File: src/rtl/sequenciador_programa.sv
// Instruction sequencer feeding processador_multiciclo: small program memory,
// one-cycle Run pulse per instruction, immediate word for mvi, Done/watchdog tracking.
module sequenciador_programa #(
    parameter int          ADDR_W    = 5,
    parameter logic [15:0] HALT_WORD = 16'hFFFF,
    parameter int          TIMEOUT   = 15
) (
    input  logic              Clock,
    input  logic              Resetn,
    input  logic              Start,
    input  logic              Done,
    input  logic              Prog_we,
    input  logic [ADDR_W-1:0] Prog_addr,
    input  logic [15:0]       Prog_data,
    output logic [15:0]       DIN,
    output logic              Run,
    output logic [ADDR_W-1:0] PC,
    output logic              Busy,
    output logic              Halted,
    output logic              Error,
    output logic [2:0]        Dbg_state
);

    localparam int                DEPTH = 2 ** ADDR_W;
    localparam int                WD_W  = $clog2(TIMEOUT + 1);
    localparam logic [WD_W-1:0]   WD_MAX = WD_W'(TIMEOUT);
    localparam logic [ADDR_W-1:0] LAST_ADDR = '1;

    // Handshake: Run is high for exactly one cycle per issued instruction;
    // Done is only honoured while waiting for that instruction to complete.
    typedef enum logic [2:0] {
        S_IDLE   = 3'd0,
        S_FETCH  = 3'd1,
        S_ISSUE  = 3'd2,
        S_WAIT   = 3'd3,
        S_HALTED = 3'd4,
        S_ERROR  = 3'd5
    } state_t;

    state_t            state_q, state_d;
    logic [ADDR_W-1:0] pc_q, pc_d;
    logic [15:0]       din_q, din_d;
    logic              run_q, run_d;
    logic [WD_W-1:0]   wd_q, wd_d;
    logic              end_q, end_d;

    logic [15:0]       mem [DEPTH];
    logic [15:0]       word_cur, word_nxt;
    logic [ADDR_W-1:0] pc_plus1;
    logic [ADDR_W:0]   pc_sum;
    logic              is_mvi, idle_like;

    assign pc_plus1  = pc_q + ADDR_W'(1);
    assign word_cur  = mem[pc_q];
    assign word_nxt  = mem[pc_plus1];
    assign is_mvi    = (word_cur[8:6] == 3'b001);
    // Extra carry bit records wrap past the last address (end flag).
    assign pc_sum    = {1'b0, pc_q} + (is_mvi ? (ADDR_W+1)'(2) : (ADDR_W+1)'(1));
    assign idle_like = (state_q == S_IDLE) || (state_q == S_HALTED) || (state_q == S_ERROR);

    // Program memory is deliberately outside the reset domain.
    always_ff @(posedge Clock) begin
        if (Prog_we && idle_like) begin
            mem[Prog_addr] <= Prog_data;
        end
    end

    always_ff @(posedge Clock or negedge Resetn) begin
        if (!Resetn) begin
            state_q <= S_IDLE;
            pc_q    <= '0;
            din_q   <= '0;
            run_q   <= 1'b0;
            wd_q    <= '0;
            end_q   <= 1'b0;
        end else begin
            state_q <= state_d;
            pc_q    <= pc_d;
            din_q   <= din_d;
            run_q   <= run_d;
            wd_q    <= wd_d;
            end_q   <= end_d;
        end
    end

    always_comb begin
        state_d = state_q;
        pc_d    = pc_q;
        din_d   = din_q;
        run_d   = 1'b0;
        wd_d    = wd_q;
        end_d   = end_q;
        case (state_q)
            S_IDLE, S_HALTED, S_ERROR: begin
                din_d = '0;
                if (Start) begin
                    state_d = S_FETCH;
                    pc_d    = '0;
                    end_d   = 1'b0;
                end
            end
            S_FETCH: begin
                if (word_cur == HALT_WORD) begin
                    state_d = S_HALTED;
                    din_d   = '0;
                end else if (is_mvi && (pc_q == LAST_ADDR)) begin
                    state_d = S_ERROR;
                    din_d   = '0;
                end else begin
                    state_d = S_ISSUE;
                    din_d   = word_cur;
                    run_d   = 1'b1;
                end
            end
            S_ISSUE: begin
                // Immediate replaces the instruction on the edge that drops Run.
                wd_d    = '0;
                pc_d    = pc_sum[ADDR_W-1:0];
                end_d   = pc_sum[ADDR_W];
                state_d = S_WAIT;
                if (is_mvi) begin
                    din_d = word_nxt;
                end
            end
            S_WAIT: begin
                if (Done) begin
                    state_d = end_q ? S_HALTED : S_FETCH;
                    if (end_q) begin
                        din_d = '0;
                    end
                end else if (wd_q == WD_MAX) begin
                    state_d = S_ERROR;
                    din_d   = '0;
                end else begin
                    wd_d = wd_q + WD_W'(1);
                end
            end
            default: begin
                state_d = S_IDLE;
            end
        endcase
    end

    assign DIN       = din_q;
    assign Run       = run_q;
    assign PC        = pc_q;
    assign Busy      = (state_q == S_FETCH) || (state_q == S_ISSUE) || (state_q == S_WAIT);
    assign Halted    = (state_q == S_HALTED);
    assign Error     = (state_q == S_ERROR);
    assign Dbg_state = state_q;

endmodule

File: config.mk
export PLATFORM = sky130hd
export DESIGN_NAME = sequenciador_programa
export DESIGN_NICKNAME = d
export VERILOG_FILES = /design/src/rtl/sequenciador_programa.sv
export SDC_FILE = /design/constraint.sdc
export NUM_CORES = 1
export LEC_CHECK = 0
export CAP_MARGIN = 20
export CELL_PAD_IN_SITES_DETAIL_PLACEMENT = 0
export CELL_PAD_IN_SITES_GLOBAL_PLACEMENT = 1
export CORE_MARGIN = 4
export CORE_UTILIZATION = 45
export DETAILED_ROUTE_END_ITERATION = 12
export PLACE_DENSITY = 0.71
export RECOVER_POWER = 100
export SKIP_LAST_GASP = 1
export SLEW_MARGIN = 20
export SYNTH_ARGS = -nofsm -noshare
export SYNTH_HDL_FRONTEND = slang
export SYNTH_SLANG_ARGS = --single-unit
File: constraint.sdc
create_clock -name Clock -period 5 [get_ports Clock]
set_input_delay 0.5 -clock Clock [delete_from_list [all_inputs] [get_ports Clock]]
set_output_delay 0.5 -clock Clock [all_outputs]
set_load 0.02 [all_outputs]
==> results list, run 1 <==
* Total grt overflow: 0
* Drc violations: 0
- Maximum number of pins on one net before global-route repair: 53
* Die Y: 247 um
- The via count of the first global-routing pass is 14700.
- For this design, the sink count on the clock tree is 542.
- Tcrit/Tclk final: 0.839
- Placed cell area: 0.0271 mm^2
* Logic gate share of total power: 0.406
- Layout cells sized above 1: 0.256
- The final count of hold timing violations came to 0.
* Startpoint kind of the worst setup timing path: flip-flop
* Fin Setup TNS: 0 ns
* Routed length per placed instance: 32.9 um
- For the worst setup path, the data required time is about 5.5 ns.
* Inserted Clock Buffers: 57
- Summing all non-filler instances in the final layout gives an area of between 0.02 and 0.03 mm^2.
* Synth cell types: 65
- The share of total power dissipated in the clock network is 0.256.
* Synth Register Bits: 542
- The first global-routing pass estimated 105 mm of wire.
- Clock transition time at the flip-flop clock pins of the worst setup and hold paths: 0.06 ns
- Power density cells: 552 mW/mm^2
- Detailed routing inserted a total of 14600 vias.
- Number of H-tree levels: 2
* Routability-driven placement congestion ratio: 0.855
* Worst vdd ir: about 0.43 mV
- The critical path starts at PC[2].
- Maximum count of clock buffers along a single path: 3
- Total standard cell area after synthesis: 0.0256 mm^2
- TritonCTS clock tree: built
* FF-to-FF setup slack: 0.80 ns
- Internal power comes to 10.4 mW.
- Once detail routing completed, the nets flagged for antenna violations numbered 0.
- Wires add up to 73.0 mm.
- A synthesized cell averages roughly 19 um^2.
- Buffers inserted during post-CTS setup optimization: 0
* Crit path kind: flip-flop to flip-flop
* Launch instance of the worst min-delay path: DIN[4]
- Across every metal layer, demand over resource in global routing totals 0.242.
- Synth Warn #: 0
- Root buffer cell: sky130_fd_sc_hd__clkbuf_16
- The checks that failed: capacitance limit, slew limit.
- Static timing analysis puts the maximum clock frequency at 238 MHz.
- Subtracting the final worst setup slack from the clock period gives ~4.2 ns.
- Full die area: about 0.06 mm^2
- Gate count of the mapped netlist: 1330
- For the pin with the worst max-slew slack, the measured transition is 2.77 ns.
* Std-Cell Core Area: 0.0564 mm^2
- The clock reaches the later pin of the worst-skew pair after approximately 0.62 ns.
* Starting DRT DRC Count: 1932
- Using the TritonRoute via totals, the vias-per-cell ratio works out to 6.59.
- Starting Density: 0.454
* Share of flip-flops with an asynchronous set or reset after synthesis: 0.0554
- Total nets after synthesis: between 1000 and 1500
* Reg-to-reg startpoint: PC[2]
- For the worst setup path, the data arrival time is about 4.7 ns.
- Switching part of the total: 0.341
* Element type at the critical path end: flip-flop
- Estimated wirelength of the detail-placed design: 48.5 mm
- Leading register cell type out of synthesis: sky130_fd_sc_hd__edfxtp_1
- The first detailed-routing pass ran for 5 iterations.
- The final layout contains about 1400 nets.
* Max-slew headroom: -0.853
- Setup violations remaining at the end of the flow were counted as 0.
- Initial antenna violation count: 1
- The clock arrives with about 0.018 ns of skew.
* Count of boundary I/O pins: between 50 and 60
* Total of hold buffers inserted after clock tree synthesis: 0
- From synthesis to final layout, the design area changed by 11.7%.
* Number of rows in the core area: 87
* Leakage: roughly 8.9 nW
* Sequential area share after synthesis: 0.630
- Net switching power figure: 5.39 mW
- Max-cap violations in this run came to 18.
- Part of the power in registers: 0.338
- Max Slew Vio Count: 319
* Type of the most critical hold path: flip-flop to flip-flop
* Width of the chip: roughly 250 um
* Port Buf Inserts: 53
* RSZ-0062 raised after global routing: false
- CP max FO: 19
- Gates resized during post-CTS repair numbered 0.
* Number of flops mapped to enable cells by yosys: 512
- Status: complete, but fails checks
## critical path, cell delays in order (launching register included)
cell and delay (ns):
sky130_fd_sc_hd__dfrtp_1 0.73, sky130_fd_sc_hd__buf_4 0.42, sky130_fd_sc_hd__or3b_2 0.40, sky130_fd_sc_hd__clkbuf_1 0.54, sky130_fd_sc_hd__o22ai_1 0.28, sky130_fd_sc_hd__a211oi_4 0.45, sky130_fd_sc_hd__nand3_1 0.60, sky130_fd_sc_hd__a32o_1 0.43
sky130_fd_sc_hd__a221oi_1 0.23
## stage by stage
stage | hold WS, ns | util | worst slack, ns | instances | power, mW
after floorplan | 0.204 | - | 1.72 | 1330 | 9.90
after global placement | 0.491 | 0.481 | 1.03 | 2107 | 11.8
after detailed placement | 0.494 | 0.481 | 1.06 | 2107 | 11.9
after CTS | 0.268 | 0.513 | 1.04 | 2214 | 15.9
after global routing | 0.535 | 0.507 | 0.634 | 2215 | 16.4
final | 0.504 | 0.507 | 0.803 | 2216 | 15.8
## path summary, 6_finish.rpt
path | to | cells past startpoint
min | DIN[4] | 2
max in group asynchronous | PC[0] | 2
min in group asynchronous | DIN[4] | 2
max reg2reg | Dbg_state[0] | 8
min reg2reg | DIN[4] | 2
max | Dbg_state[0] | 8
## logic make-up (layout without fill, tap and decap cells)
family / Yosys count / after routing / share of synthesized area
flip-flops: 542 / 542 / 0.630
multiplexers: 351 / 351 / 0.257
AO/OA/AOI/OAI: 185 / 185 / 0.0548
AND/OR/NAND/NOR: 134 / 134 / 0.0264
buffers and inverters: 109 / 238 / 0.0275
adder cells (fa/ha/maj): 6 / 6 / 0.00323
XOR/XNOR: 3 / 3 / 0.00103
other: 0 / 1 / 0
## layout by cell type, fill, tap and decap left out, types with 12 or more instances in the layout
master                            Yosys  routed
sky130_fd_sc_hd__buf_4                7      37
sky130_fd_sc_hd__mux4_2             222     222
sky130_fd_sc_hd__clkbuf_16            0      58
sky130_fd_sc_hd__nor2_1              46      35
sky130_fd_sc_hd__clkinv_1             0      12
sky130_fd_sc_hd__o22ai_1             30      30
sky130_fd_sc_hd__o221ai_1            15      15
sky130_fd_sc_hd__o21ai_0             11      19
sky130_fd_sc_hd__nand3_1             19      20
sky130_fd_sc_hd__dfrtp_1             30      28
sky130_fd_sc_hd__nand2_1             27      27
sky130_fd_sc_hd__mux2i_1            110     110
sky130_fd_sc_hd__mux4_1              18      18
sky130_fd_sc_hd__clkbuf_1            27      66
sky130_fd_sc_hd__a2bb2oi_1           15      15
sky130_fd_sc_hd__a211oi_1            12      12
sky130_fd_sc_hd__a21oi_1             19      19
sky130_fd_sc_hd__dlygate4sd3_1        0      27
sky130_fd_sc_hd__edfxtp_1           512     512
sky130_fd_sc_hd__clkdlybuf4s50_1      0      12
sky130_fd_sc_hd__a22oi_1             43      43
## power by group through the flow
stage	Combinational, mW	Clock [mW]	Sequential [mW]
finish	6.41	4.04	5.34
global route	6.74	4.31	5.36
CTS	6.47	4.10	5.34
detailed placement	6.45	0	5.43
global placement	6.42	0	5.43
floorplan	4.54	0	5.36
## flip-flops by register name (all words and copies together) (netlist names)
register and count:
DIN 16, Dbg_state 3, PC 5, Run 1
end_q 1, mem 512, wd_q 4
## cell type report
| cell class | count | area (um^2) |
|---|---|---|
| antenna | 1 | 2.50 |
| clock buffer | 78 | 1540 |
| clock inverter | 29 | 234 |
| fill | 4610 | 27800 |
| inverter | 3 | 11.3 |
| multi-input combinational | 679 | 8800 |
| sequential | 542 | 16100 |
| tap | 756 | 946 |
| timing repair buffer | 128 | 930 |
## synthesized netlist by cell type (11+ instances only)
master,count,share of area
sky130_fd_sc_hd__a211oi_1,12,0.0035
sky130_fd_sc_hd__a21oi_1,19,0.0037
sky130_fd_sc_hd__a22o_1,11,0.0038
sky130_fd_sc_hd__a22oi_1,43,0.013
sky130_fd_sc_hd__a2bb2oi_1,15,0.0051
sky130_fd_sc_hd__buf_1,17,0.0025
sky130_fd_sc_hd__buf_2,29,0.0057
sky130_fd_sc_hd__buf_6,16,0.0070
sky130_fd_sc_hd__clkbuf_1,27,0.0040
sky130_fd_sc_hd__dfrtp_1,30,0.029
sky130_fd_sc_hd__edfxtp_1,512,0.60
sky130_fd_sc_hd__mux2i_1,110,0.043
sky130_fd_sc_hd__mux4_1,18,0.018
sky130_fd_sc_hd__mux4_2,222,0.20
sky130_fd_sc_hd__nand2_1,27,0.0040
sky130_fd_sc_hd__nand3_1,19,0.0037
sky130_fd_sc_hd__nor2_1,46,0.0067
sky130_fd_sc_hd__o21ai_0,11,0.0022
sky130_fd_sc_hd__o221ai_1,15,0.0051
sky130_fd_sc_hd__o22ai_1,30,0.0073
## metal layers
metal / vias to the layer above / global-route usage / share of wire
li1: 5883 / - / -
met2: 811 / 0.362 / 0.45
met5: - / 0 / 0
met1: 7794 / 0.352 / 0.41
met3: 124 / 0.0721 / 0.11
met4: 0 / 0.0649 / 0.026
No activity file was read; power rests on OpenSTA's default activity.
==> run 2: changes to the inputs <==
==> constraint.sdc (replaced) <==
create_clock -name Clock -period 4.35 [get_ports Clock]
set_input_delay 0.435 -clock Clock [delete_from_list [all_inputs] [get_ports Clock]]
set_output_delay 0.435 -clock Clock [all_outputs]
set_load 0.02 [all_outputs]
==> results list, run 2 (synthesis gave the netlist of run 1 again) <==
* Launch instance of the worst min-delay path: Start
- The total via count in the routed design came to 14700 (+0.40%).
- Width of the chip: 247 um (unchanged)
- The clock period minus worst slack was 3.85 ns (-0.348 ns).
* Power density cells: 638 mW/mm^2 (+16%)
* Global Route Usage Sum: 0.244 (+0.00134)
- Initial antenna violation count: 6 (+5)
* Port Buf Inserts: 53 (unchanged)
- The maximum vdd drop came to 0.368 mV (-14%).
- Count of boundary I/O pins: 54 (unchanged)
* Most frequent cells in the layout: sky130_fd_sc_hd__edfxtp_1, sky130_fd_sc_hd__mux4_2, sky130_fd_sc_hd__mux2i_1
* Max-slew headroom: -0.672 (+0.180)
- From synthesis to final layout, the design area changed by 12.6%.
* Estimated wirelength of the detail-placed design: 50.2 mm (+3.6%)
* RSZ-0062 raised after global routing: false
- Placed cell area: 0.0274 mm^2 (+0.82%)
- Fin nets: 1466 (+1.6%)
- Tcrit/Tclk final: 0.885 (+0.0455)
* CP max FO: 31 (+12)
- Metal-1 WL: 30.6 mm (+2.4%)
- Element type at the critical path end: flip-flop
- The setup slack after layout came to 0.501 ns (-0.302 ns).
* Layout cells sized above 1: 0.270 (+0.0139)
- Starting DRT DRC Count: 1852 (-4.1%)
* Reg-to-reg endpoint: PC[4]
- The worst hold path belongs to the class input pin to flip-flop.
- The total power consumption of the routed design came to 18.4 mW (+17%).
* Number of vias per cell after detailed routing: 6.56 (-0.49%)
* Net switching power figure: 6.22 mW (+16%)
* Slowest cell on crit path: sky130_fd_sc_hd__dfrtp_4
* Number of hold-slack violations in the final timing report: 0 (unchanged)
* Clock power share: 0.258 (+0.002)
- The hold buffer count at cts was 0 (unchanged).
- Std-Cell Core Area: 0.0564 mm^2 (unchanged)
- CP Data Required Time: 4.85 ns (-0.66 ns)
* Routed length per placed instance: 32.9 um (-0.18%)
- FF-to-FF setup slack: 0.50 ns (-0.30 ns)
- The worst hold path terminates at Dbg_state[0].
* Max-cap viol count: 10 (-8)
- Area of combinational cells with multiple inputs: 0.00881 mm^2 (about the same)
- In this run the critical register-to-register path is launched from PC[1].
- The full die area is 0.0608 mm^2 (unchanged).
- Routability-driven placement congestion ratio: 0.868 (+1.6%)
* Highest metal used: met5
* Total wire length: 73.5 mm (+0.72%)
* Router iterations before antenna repair: 6 (+1)
- The pre-CTS setup slack came to 0.749 ns (-0.315 ns).
- The global-route wire length before repair was 106 mm (+0.58%).
- Maximum count of clock buffers along a single path: 3 (unchanged)
- The final design area excluding fillers came to 0.0288 mm^2 (+0.79%).
- The internal power summed over all cells came to 12.2 mW (+17%).
- The max-slew violation count is 182 (-43%).
- The leftover overflow at the end of global routing is 0 (unchanged).
* Critical path arrival: 4.35 ns (-0.36 ns)
- Inserted Clock Buffers: 56 (-1.8%)
* Antenna diode instance count: 0 (-1)
- The total length of routed met3 wires came to 7.45 mm (-10%).
* Crit path kind: flip-flop to flip-flop
- The number of clock sinks is 542 (unchanged).
* Largest register FFs: 512 (unchanged)
* Logic gate share of total power: 0.410 (+0.004)
- The worst clock skew was 0.0275 ns (+0.00928 ns).
- Sequential cell area: 0.0161 mm^2 (about the same)
- TritonCTS built the clock tree.
- Clock transition time at the flip-flop clock pins of the worst setup and hold paths: 0.06 ns (about the same)
* Die Y: 247 um (unchanged)
- Number of instances resized during post-cts repair: 0 (unchanged)
- The number of cells traversed by the worst register-to-register path is 10 (+2).
* Worst hold stages: 3 (+1)
- Starting Density: 0.454 (unchanged)
- The number of buffers inserted by post-CTS setup repair was 0 (unchanged).
- Count of final setup violators: 0 (unchanged)
- The sum of negative setup slack is 0 ns (unchanged).
- The count of fill cells added during filler insertion is 4632 (+0.48%).
- The latest clock arrival within the worst-skew pair is 0.62 ns (about the same).
- The flow ran to the end, but the final reports show violations.
- The delay of the slowest cell on the worst path is 0.80 ns (+0.07 ns).
- Maximum number of pins on one net before global-route repair: 66 (+25%)
- Detailed-routed wire length on met2: 34.0 mm (+3.0%)
- The switching power share of the total is 0.338 (-0.00294).
* CP cell instances: mux4_1 > a22o_1 > a211o_1 > a22oi_1 > nand2_1 > ha_1 > fa_1 > nand3_1 > xor2_1 > o21ai_0
- Root buffer cell: sky130_fd_sc_hd__clkbuf_16
- Most flop-heavy register: mem
- Dpl cells: 2132 (+1.2%)
* Leading cell type in the layout, fill and taps excluded: sky130_fd_sc_hd__edfxtp_1
* Drc violations: 0 (unchanged)
* Number of H-tree levels: 2 (unchanged)
* Number of global-route vias before repair: 14800 (+0.12%)
- F_max: 260 MHz (+9.0%)
- The worst setup path is launched from a flip-flop.
* Part of the power in registers: 0.332 (-0.006)
* Number of standard cells in the layout, taps in and fillers out: 2236 (+0.90%)
- Violations in the final reports: capacitance limit, slew limit
- The number of nets with antenna violations after detailed routing is 0 (unchanged).
* Slew @ Worst Pin: 2.50 ns (-0.269 ns)
- Number of rows in the core area: 87 (unchanged)
- Leakage: 9.06 nW (+1.5%)
-- run 2: metrics by stage --
stage	util	hold WS [ns]
2_1_floorplan	-	0.139
4_1_cts	0.517	0.206
3_5_place_dp	0.485	0.510
5_1_grt	0.511	0.534
3_3_place_gp	0.485	0.510
6_report	0.511	0.488
-- run 2: layout make-up --
type | instances | share of cell area
inverter | 3 | 0.000391
clock buffer | 72 | 0.0525
clock inverter | 32 | 0.00994
sequential | 542 | 0.560
multi-input combinational | 679 | 0.306
timing repair buffer | 152 | 0.0389
tap | 756 | 0.0328
-- run 2: worst max-delay path by stage --
stage / from / endpoint / slack [ns] / cells after the start
after floorplan: PC[0] / DIN[0] / 1.07 / 8
after global placement: PC[1] / PC[4] / 0.75 / 10
after detailed placement: PC[1] / DIN[5] / 0.75 / 7
after CTS: PC[1] / DIN[5] / 0.71 / 7
after global routing: PC[1] / DIN[11] / 0.29 / 10
final: PC[1] / PC[4] / 0.50 / 10
-- run 2: metal layers --
metal / global-route usage / vias to the layer above
met5: 0.00327 / -
met4: 0.0561 / 8
met3: 0.0650 / 113
met2: 0.372 / 767
met1: 0.356 / 7827
li1: - / 5956
-- run 2: worst max-delay path, delay by kind of cell (launching register included) --
family | cells | cell delay (ns)
AND/OR/NAND/NOR | 2 | 0.29
flip-flops | 1 | 0.80
multiplexers | 1 | 0.62
AO/OA/AOI/OAI | 4 | 1.17
XOR/XNOR | 1 | 0.14
adder cells (fa/ha/maj) | 2 | 0.70
-- run 2: power groups by stage --
| stage | Clock, mW | Sequential [mW] | Combinational [mW] |
|---|---|---|---|
| 2_1_floorplan | 0 | 6.16 | 5.22 |
| 3_3_place_gp | 0 | 6.21 | 7.53 |
| 3_5_place_dp | 0 | 6.22 | 7.57 |
| 4_1_cts | 4.82 | 6.11 | 7.60 |
| 5_1_grt | 5.05 | 6.13 | 7.94 |
| 6_report | 4.74 | 6.11 | 7.54 |
